## src/rtl/uart_pkg.sv

```systemverilog
// Shared UART TX definitions.
// State encodings, parity types and line levels.
package uart_pkg;

  localparam logic [2:0] IDLE_ENC   = 3'd0;
  localparam logic [2:0] START_ENC  = 3'd1;
  localparam logic [2:0] DATA_ENC   = 3'd2;
  localparam logic [2:0] PARITY_ENC = 3'd3;
  localparam logic [2:0] STOP1_ENC  = 3'd4;
  localparam logic [2:0] STOP2_ENC  = 3'd5;

  typedef enum logic [2:0] {
    ST_IDLE   = IDLE_ENC,
    ST_START  = START_ENC,
    ST_DATA   = DATA_ENC,
    ST_PARITY = PARITY_ENC,
    ST_STOP1  = STOP1_ENC,
    ST_STOP2  = STOP2_ENC
  } state_t;

  localparam logic PAR_EVEN  = 1'b0;
  localparam logic PAR_ODD   = 1'b1;

  localparam logic START_BIT = 1'b0;
  localparam logic STOP_BIT  = 1'b1;
  localparam logic IDLE_LVL  = 1'b1;

  function automatic logic par_bit(
    input logic red,
    input logic typ
  );
    return (typ == PAR_EVEN) ? red : ~red;
  endfunction

endpackage

```

## src/rtl/uart_tx_shifter.sv

```systemverilog
// Payload shift register and bit counter.
// Shifts LSB first; last_bit flags the final payload bit.
module uart_tx_shifter #(
  parameter int DATA_WIDTH = 8,
  parameter int CNT_W      = $clog2(DATA_WIDTH)
) (
  input  logic                  CLK,
  input  logic                  RST,
  input  logic                  load,
  input  logic                  shift,
  input  logic [DATA_WIDTH-1:0] data,
  output logic                  bit_out,
  output logic                  last_bit
);

  logic [DATA_WIDTH-1:0] sreg;
  logic [CNT_W-1:0]      cnt;

  // Counter preloads to all-ones so the shift that
  // launches bit 0 onto the line lands it on zero.
  always_ff @(posedge CLK or negedge RST) begin
    if (!RST) begin
      sreg <= '0;
      cnt  <= '0;
    end else if (load) begin
      sreg <= data;
      cnt  <= '1;
    end else if (shift) begin
      sreg <= {1'b0, sreg[DATA_WIDTH-1:1]};
      cnt  <= cnt + CNT_W'(1);
    end
  end

  assign bit_out  = sreg[0];
  assign last_bit = (cnt == CNT_W'(DATA_WIDTH - 1));

endmodule

```

## src/rtl/uart_tx_frame_ctrl.sv

```systemverilog
// UART transmit frame engine.
// Start, payload, optional parity, 1 or 2 stop bits.
module uart_tx_frame_ctrl
  import uart_pkg::*;
#(
  parameter int DATA_WIDTH = 8
) (
  input  logic                  CLK,
  input  logic                  RST,
  input  logic [DATA_WIDTH-1:0] P_DATA,
  input  logic                  Data_Valid,
  input  logic                  PAR_EN,
  input  logic                  PAR_TYP,
  input  logic                  STOP2,
  output logic                  TX_OUT,
  output logic                  busy,
  output logic                  frame_done
);

  localparam int CNT_W = $clog2(DATA_WIDTH);

  state_t state;
  logic   par_en_q;
  logic   par_q;
  logic   stop2_q;
  logic   bit_out;
  logic   last_bit;
  logic   final_stop;
  logic   accept;
  logic   shift;

  assign final_stop = (state == ST_STOP2) ||
                      (state == ST_STOP1 && !stop2_q);
  assign accept     = Data_Valid &&
                      (state == ST_IDLE || final_stop);
  assign shift      = (state == ST_START) ||
                      (state == ST_DATA && !last_bit);

  uart_tx_shifter #(
    .DATA_WIDTH (DATA_WIDTH),
    .CNT_W      (CNT_W)
  ) u_shifter (
    .CLK      (CLK),
    .RST      (RST),
    .load     (accept),
    .shift    (shift),
    .data     (P_DATA),
    .bit_out  (bit_out),
    .last_bit (last_bit)
  );

  // Frame FSM with registered line, busy and done outputs.
  always_ff @(posedge CLK or negedge RST) begin
    if (!RST) begin
      state      <= ST_IDLE;
      TX_OUT     <= IDLE_LVL;
      busy       <= 1'b0;
      frame_done <= 1'b0;
      par_en_q   <= 1'b0;
      par_q      <= 1'b0;
      stop2_q    <= 1'b0;
    end else begin
      frame_done <= 1'b0;
      if (accept) begin
        par_en_q <= PAR_EN;
        par_q    <= par_bit(^P_DATA, PAR_TYP);
        stop2_q  <= STOP2;
      end
      case (state)
        ST_IDLE, ST_STOP2: begin
          state  <= accept ? ST_START : ST_IDLE;
          TX_OUT <= accept ? START_BIT : IDLE_LVL;
          busy   <= accept;
        end
        ST_START: begin
          state  <= ST_DATA;
          TX_OUT <= bit_out;
          busy   <= 1'b1;
        end
        ST_DATA: begin
          busy <= 1'b1;
          if (!last_bit) begin
            TX_OUT <= bit_out;
          end else if (par_en_q) begin
            state  <= ST_PARITY;
            TX_OUT <= par_q;
          end else begin
            state      <= ST_STOP1;
            TX_OUT     <= STOP_BIT;
            frame_done <= !stop2_q;
          end
        end
        ST_PARITY: begin
          state      <= ST_STOP1;
          TX_OUT     <= STOP_BIT;
          busy       <= 1'b1;
          frame_done <= !stop2_q;
        end
        ST_STOP1: begin
          if (stop2_q) begin
            state      <= ST_STOP2;
            TX_OUT     <= STOP_BIT;
            busy       <= 1'b1;
            frame_done <= 1'b1;
          end else begin
            state  <= accept ? ST_START : ST_IDLE;
            TX_OUT <= accept ? START_BIT : IDLE_LVL;
            busy   <= accept;
          end
        end
        default: begin
          state  <= ST_IDLE;
          TX_OUT <= IDLE_LVL;
          busy   <= 1'b0;
        end
      endcase
    end
  end

endmodule

```

## config.mk

```make
export PLATFORM = sky130hd
export DESIGN_NAME = uart_tx_frame_ctrl
export DESIGN_NICKNAME = d
export VERILOG_FILES = /design/src/rtl/uart_pkg.sv /design/src/rtl/uart_tx_shifter.sv /design/src/rtl/uart_tx_frame_ctrl.sv
export SDC_FILE = /design/constraint.sdc
export NUM_CORES = 1
export LEC_CHECK = 0
export ABC_CLOCK_PERIOD_IN_PS = 2100
export CAP_MARGIN = 20
export CORE_MARGIN = 4
export CORE_UTILIZATION = 51
export CTS_CLUSTER_SIZE = 30
export DETAILED_ROUTE_END_ITERATION = 12
export GPL_ROUTABILITY_DRIVEN = 0
export PLACE_DENSITY = 0.82
export RECOVER_POWER = 25
export SLEW_MARGIN = 20
export SYNTH_ARGS = -nofsm -noshare
export SYNTH_HDL_FRONTEND = slang
export SYNTH_HIERARCHICAL = 1
export SYNTH_SLANG_ARGS = --single-unit
```

## constraint.sdc

```tcl
create_clock -name CLK -period 2.1 [get_ports CLK]
set_clock_uncertainty 0.2 [all_clocks]
set_input_delay 0.21 -clock CLK [delete_from_list [all_inputs] [get_ports CLK]]
set_output_delay 0.21 -clock CLK [all_outputs]
set_load 0.01 [all_outputs]
```

==> impl_results.md, run 1 <==
* Leak Pwr at ~0.58 nW
* Cell variety after synth at 28
* Max stage delay on crit path at 0.41 ns
* Pwr per Cell Area at roughly 1400 mW/mm^2
* Initial antenna violation count at 0
* Yosys reg bits at 20
* Seq pwr share at approximately two fifths
* Fmax at 514 MHz
* Cell area after synthesis at 0.00105 sq mm
* Startpoint types: flop
* Die Footprint at 0.00286 sq mm
* Syn Area/Cell at 10.3 sq um
* Drt total wl at a little under 2000 um
* Hold_ws at 0.296 ns
* Initial core utilization at 53.7%
* Crit. End Element: flop
* Die width at 53.5 um
* Period utilization at between 90% and 100%
* Outcome: finished clean
* Area grow syn2layout at 23.6%
* Die Y at 53.5 um
* Sw Share at a little under two fifths
* Number of global-route vias before repair at 736
* Pins Over Slew Limit at 0
* Buffer depth of the longest clock path at 2
* Total track usage at between 15 and 20%
* DR vias at 758
* Worst Hold Class: reg -> reg
* Residual overflow from global routing at 0
* Critical-path top delay cell: dfrtp_1
* Data required, critical path at 2.08 ns
* Most frequent CP cell: nor2_1
* Cell count after synthesis at 102
* Seq/Total Area, Yosys at a little under half
* Async SR Flop Fraction at 100%
* Nets at 141
* Syn Nets at 118
* Rows at 16
* Root Driver: clkbuf_4
* DR pass1 iterations at 4
* Worst setup path class: reg -> reg
* Drt wl/cell at 12.9 um
* Internal power at 0.00115 W
* Core ar. at 0.00196 sq mm
* ANT nets after route at 0
* Data arrival, critical path at 1.93 ns
* Crit path max-delay family: flip-flops
* Sink Count at 20
* CTS Buf Count at 3
* CP Cell Sequence: ha_1 -> ha_2 -> nor2_1 -> nor2_1 -> nor2_1 -> buf_6 -> nor2b_1 -> a211o_1
* EDFF count, synth at 0
* Tightest Pin Transition at 0.401 ns
* Clock Latency Late Sink at 0.29 ns
* Rel. slew slack at 73.2%
* CP bufs+invs at 1
* Max FO, Critical Path at 13
* Clock power frac at 9.6%
* Maximum VDD drop at 0.000837 V
* YS warnings at 6
* Layout cell share with drive strength beyond 1 at a little over a tenth
* Vias per inst at ~5.0
* First-pass GRT wire length at 3300 um
* Unrepaired setup endpoints after global routing: no
* Fin Setup TNS at 0 ns
* Top_reg_cell synth: dfrtp_1
* CTS tree: done
* Max Cap Violations at 0
* Combinational share of power at 50.8%
* Post-DP HPWL at 1490 um
* Switch Pwr at 0.000687 W
* I/O pins at 17
* DRT iter0 DRCs at 14
* Clock-pin slew on the worst setup and hold paths at 0.10 ns
* Fin crit period at 1.95 ns
* Ant diodes at 0
* Setup Viol. Count Final at 0
* Hold violation count in the final report at 0
* # port buffers at 16
* DRC at 0
* H-tree level count at 1
* Largest net degree at the start of global routing at 14
area by class of cell:
type                    count  area (sq um)
well taps                  27          33.8
multi-input cells          74           514
inverters                   4          15.0
clock buffers               4          26.3
flip-flops and latches     20           502
fillers                   163           659
repair buffers             22           211
per-stage QoR:
step | util, % | power, W | std cells | cell area, sq um | setup slack, ns
2_1_floorplan | - | 0.00138 | 102 | 1050 | 0.212
3_3_place_gp | 63.8 | 0.00157 | 145 | 1250 | 0.150
3_5_place_dp | 63.8 | 0.00162 | 145 | 1250 | 0.0997
4_1_cts | 65.2 | 0.00181 | 149 | 1280 | 0.0840
5_1_grt | 66.4 | 0.00202 | 151 | 1300 | 0.0292
6_report | 66.4 | 0.00184 | 151 | 1300 | 0.154
sequential cells by signal, summed over array words and instances, names as in the netlist:
signal and flops:
par_q 1, frame_done 1, u_shifter/sreg 8, busy 1
u_shifter/cnt 3, stop2_q 1, TX_OUT 1, state 3
par_en_q 1
power groups by stage:
| stage | registers [W] | logic [W] | clock network (W) |
|---|---|---|---|
| 6_report | 0.000729 | 0.000934 | 0.000177 |
| 3_3_place_gp | 0.000726 | 0.000843 | 0 |
| 2_1_floorplan | 0.000692 | 0.000685 | 0 |
| 4_1_cts | 0.000729 | 0.000901 | 0.000182 |
| 3_5_place_dp | 0.000738 | 0.000881 | 0 |
| 5_1_grt | 0.000762 | 0.00105 | 0.000205 |
synthesized netlist by cell type, types with 2 or more instances:
library cell | count | share of area, %
a211o_1 | 2 | 1.7
a21oi_1 | 2 | 0.95
buf_2 | 2 | 0.95
dfrtp_1 | 19 | 45
ha_1 | 2 | 2.4
inv_1 | 4 | 1.4
mux2_1 | 2 | 2.1
mux2i_1 | 7 | 6.7
nand2_1 | 10 | 3.6
nand2b_1 | 5 | 3.0
nor2_1 | 10 | 3.6
nor2b_1 | 6 | 3.6
o21ai_0 | 4 | 1.9
o21ai_1 | 9 | 4.3
xnor2_1 | 4 | 3.3
xnor2_2 | 2 | 3.1
cell families after synthesis:
kind of cell	count (synthesis)	synth area share, %
flip-flops	20	47.6
XOR/XNOR	8	9.38
multiplexers	10	9.86
buffers and inverters	8	3.80
AND/OR/NAND/NOR	33	15.1
AO/OA/AOI/OAI	21	11.9
adder cells (fa/ha/maj)	2	2.37
placed cells by master (no fill, tap or decap), types with 2 or more instances in the layout:
cell type,instances
dfrtp_1,19
clkdlybuf4s50_1,15
nand2_1,10
nor2_1,10
o21ai_1,8
mux2i_1,7
nor2b_1,6
nand2b_1,5
o21ai_0,5
inv_1,4
xnor2_1,4
buf_4,4
clkbuf_4,3
a21oi_1,2
mux2_1,2
xnor2_2,2
dlygate4sd3_1,2
a211o_1,2
layer usage:
layer  vias up  wire [um]  track usage, %
met2        18        978            27.1
met4         0         18            7.66
met5         -          0               0
li1        391          -               -
met3         2         95            3.38
met1       347        855            20.4
what timing repair did:
item,CTS,global route
endpoints found under the setup margin,0,6
endpoints found under the hold margin,0,1
resized for setup,0,2
hold buffers,0,1
buffers inserted,0,1
final timing paths:
path	from	end	slack [ns]	cells past startpoint
max	u_shifter/cnt[0]$_DFFE_PN0P_	u_shifter/cnt[1]$_DFFE_PN0P_	0.15	8
min	stop2_q$_DFFE_PN0P_	frame_done$_DFF_PN0_	0.30	1
max reg2reg	u_shifter/cnt[0]$_DFFE_PN0P_	u_shifter/cnt[1]$_DFFE_PN0P_	0.15	8
min reg2reg	stop2_q$_DFFE_PN0P_	frame_done$_DFF_PN0_	0.30	1
max in group asynchronous	RST	u_shifter/sreg[5]$_DFFE_PN0P_	0.59	3
min in group asynchronous	RST	busy$_DFF_PN0_	0.60	2
Note: power is estimated with default switching activity, not from simulation.
==> inputs of run 2 (changes only) <==
--- a/config.mk
+++ b/config.mk
@@ -7,7 +7,6 @@
 export LEC_CHECK = 0
 export ABC_CLOCK_PERIOD_IN_PS = 2100
 export CAP_MARGIN = 20
-export CORE_MARGIN = 4
 export CORE_UTILIZATION = 51
 export CTS_CLUSTER_SIZE = 30
 export DETAILED_ROUTE_END_ITERATION = 12
==> run 2 against run 1 <==
Net effect: total power is 1.2% lower; clock power hardly changed; critical path depth stayed put; flip-flop and latch count stayed put; core utilization hardly changed; sequential share of layout area is 0.41 points higher; critical endpoint is now u_shifter/cnt[2]$_DFFE_PN0P_; largest power group unchanged; highest routed layer unchanged.
==> impl_results.md, run 2 (synthesis results as in run 1) <==
* Outcome: finished clean (unchanged)
* Unrepaired setup endpoints after global routing: no (unchanged)
* Switch Pwr at 0.000672 W (was 0.000687 W)
* Routed wl met3 at 68 um (was 95 um)
* Rows at 16 (unchanged)
* Seq pwr share at 40.0% (was 39.6%)
* Number of instances in the placed design at 146 (was 145)
* Hold violation count in the final report at 0 (unchanged)
* Pwr per Cell Area at 1410 mW/mm^2 (about the same)
* DR pass1 iterations at 4 (unchanged)
* Buffer depth of the longest clock path at 2 (unchanged)
* Initial antenna violation count at 0 (unchanged)
* Nets at 140 (was 141)
* Commonest non-fill, non-tap cells in the layout: 19 x dfrtp_1, 15 x clkdlybuf4s50_1, 10 x nand2_1, 10 x nor2_1, 9 x o21ai_1 (was 19 x dfrtp_1, 15 x clkdlybuf4s50_1, 10 x nand2_1, 10 x nor2_1, 8 x o21ai_1)
* DRC at 0 (unchanged)
* Sink Count at 20 (unchanged)
* H-tree level count at 1 (unchanged)
* Initial core utilization at 54.3% (was 53.7%)
* Max Cap Violations at 0 (unchanged)
* Dpl cell area at 0.00126 sq mm (was 0.00125 sq mm)
* CP Cell Sequence: ha_1 -> ha_1 -> nor2_1 -> nor2_1 -> nor2_1 -> buf_4 -> nor2b_1 -> a211o_1 (was ha_1 -> ha_2 -> nor2_1 -> nor2_1 -> nor2_1 -> buf_6 -> nor2b_1 -> a211o_1)
* Post-CTS setup buffer count at 0 (unchanged)
* Most flops, register: u_shifter/sreg (unchanged)
* Internal power at 0.00114 W (was 0.00115 W)
* Combinational share of power at 50.1% (was 50.8%)
* Leak Pwr at 0.570 nW (was 0.576 nW)
* CP bufs+invs at 1 (unchanged)
* Data arrival, critical path at 1.95 ns (was 1.93 ns)
* Met2 routed WL at 938 um (was 978 um)
* Core ar. at 0.00194 sq mm (was 0.00196 sq mm)
* CTS Buf Count at 3 (unchanged)
* Maximum VDD drop at 0.00121 V (was 0.000837 V)
* Rel. slew slack at 58.9% (was 73.2%)
* Worst Hold Class: in -> async (was reg -> reg)
* Critical-path top delay cell: dfrtp_1 (unchanged)
* Most frequent CP cell: nor2_1 (unchanged)
* Tightest Pin Transition at 0.616 ns (was 0.401 ns)
* Clock power frac at 9.9% (was 9.6%)
* Post-DP HPWL at 1470 um (was 1490 um)
* Die Footprint at 0.00225 sq mm (was 0.00286 sq mm)
* Vias per inst at 5.25 (was 5.02)
* Data required, critical path at 2.08 ns (about the same)
* Crit. End Element: flop (unchanged)
* Register area at 502 sq um (unchanged)
* Clock Latency Late Sink at 0.28 ns (was 0.29 ns)
* Setup Viol. Count Final at 0 (unchanged)
* Largest net degree at the start of global routing at 17 (was 14)
* Largest regs: u_shifter/sreg x8, state x3, u_shifter/cnt x3 (unchanged)
* Number of global-route vias before repair at 757 (was 736)
* I/O pins at 17 (unchanged)
* Fin Setup TNS at 0 ns (unchanged)
* Multi-input gate area in the final layout at 514 sq um (unchanged)
* First-pass GRT wire length at 3010 um (was 3300 um)
* Total track usage at 19.3% (was 16.5%)
* Leading cell type in the layout, fill and taps excluded: dfrtp_1 (unchanged)
* Top sig layer: met4 (unchanged)
* Fmax at 506 MHz (was 514 MHz)
* Hold buffers post-CTS at 0 (unchanged)
* Area grow syn2layout at 22.3% (was 23.6%)
* Crit path max-delay family: adder cells (was flip-flops)
* Ant diodes at 0 (unchanged)
* Pins Over Slew Limit at 0 (unchanged)
* Drt wl/cell at 12.3 um (was 12.9 um)
* Worst setup path class: reg -> reg (unchanged)
* ANT nets after route at 0 (unchanged)
* CTS tree: done (unchanged)
* Max stage delay on crit path at 0.42 ns (was 0.41 ns)
* Layout cell share with drive strength beyond 1 at 9.76% (was 10.5%)
* Fin crit period at 1.97 ns (was 1.95 ns)
* Filler cells at 153 (was 163)
* Final Non-Filler Cells at 150 (was 151)
* Drt total wl at 1840 um (was 1950 um)
* Sw Share at 37.0% (was 37.3%)
* Clock-pin slew on the worst setup and hold paths at 0.11 ns (was 0.10 ns)
* DR vias at 788 (was 758)
* Final non-filler cell area at 0.00129 sq mm (was 0.00130 sq mm)
* WL met1 at 827 um (was 855 um)
* DRT iter0 DRCs at 18 (was 14)
* Startpoint types: flop (unchanged)
* Root Driver: clkbuf_4 (unchanged)
* Die width at 47.5 um (was 53.5 um)
* Die Y at 47.5 um (was 53.5 um)
* Period utilization at 94.0% (was 92.7%)
* Max FO, Critical Path at 5 (was 13)
* # port buffers at 16 (unchanged)
* Residual overflow from global routing at 0 (unchanged)
* Max reg flops at 8 (unchanged)
[run 2: area by class of cell]
cell class / count / area share (%)
well taps: 27 / 2.62
clock buffers: 4 / 2.04
multi-input cells: 74 / 39.9
repair buffers: 21 / 15.3
inverters: 4 / 1.17
flip-flops and latches: 20 / 38.9
[run 2: power groups by stage]
stage | logic [W] | clock network [W] | registers [W]
6_report | 0.000910 | 0.000180 | 0.000727
5_1_grt | 0.00102 | 0.000204 | 0.000751
4_1_cts | 0.000900 | 0.000189 | 0.000723
3_5_place_dp | 0.000895 | 0 | 0.000732
3_3_place_gp | 0.000865 | 0 | 0.000721
2_1_floorplan | 0.000685 | 0 | 0.000692
[run 2: timing repair]
item,in CTS,in global routing
setup endpoints to repair,0,3
gates resized for setup,0,2
hold endpoints to repair,0,0
[run 2: metal layers]
layer / vias to the layer above / GRT usage (%)
met5: - / 0
li1: 388 / -
met2: 16 / 30.4
met4: 0 / 9.14
met3: 2 / 3.77
met1: 382 / 25.5
[run 2: worst reg2reg max path, cell delays in order, from the launching register on]
cell and delay, ns:
dfrtp_1 0.42, ha_1 0.21, ha_1 0.22, nor2_1 0.11
nor2_1 0.06, nor2_1 0.17, buf_4 0.17, nor2b_1 0.04
a211o_1 0.26
[run 2: worst paths after layout]
| kind | start | to | slack (ns) | cells after the start |
|---|---|---|---|---|
| worst max-delay path | u_shifter/cnt[0]$_DFFE_PN0P_ | u_shifter/cnt[2]$_DFFE_PN0P_ | 0.13 | 8 |
| worst min-delay path | RST | u_shifter/sreg[0]$_DFFE_PN0P_ | 0.07 | 1 |
| worst max register to register | u_shifter/cnt[0]$_DFFE_PN0P_ | u_shifter/cnt[2]$_DFFE_PN0P_ | 0.13 | 8 |
| worst min register to register | stop2_q$_DFFE_PN0P_ | frame_done$_DFF_PN0_ | 0.30 | 1 |
| max in group asynchronous | RST | u_shifter/cnt[2]$_DFFE_PN0P_ | 0.76 | 2 |
| min in group CLK | stop2_q$_DFFE_PN0P_ | frame_done$_DFF_PN0_ | 0.30 | 1 |
[run 2: metrics by stage]
step / total power (W) / utilization (%) / hold WS (ns) / setup slack (ns)
finish: 0.00182 / 66.4 / 0.0674 / 0.125
detailed placement: 0.00163 / 64.9 / 0.285 / 0.116
global route: 0.00197 / 66.4 / 0.0813 / 0.00341
CTS: 0.00181 / 66.2 / 0.0107 / 0.129
global placement: 0.00159 / 64.9 / 0.287 / 0.167
floorplan: 0.00138 / - / -0.286 / 0.212
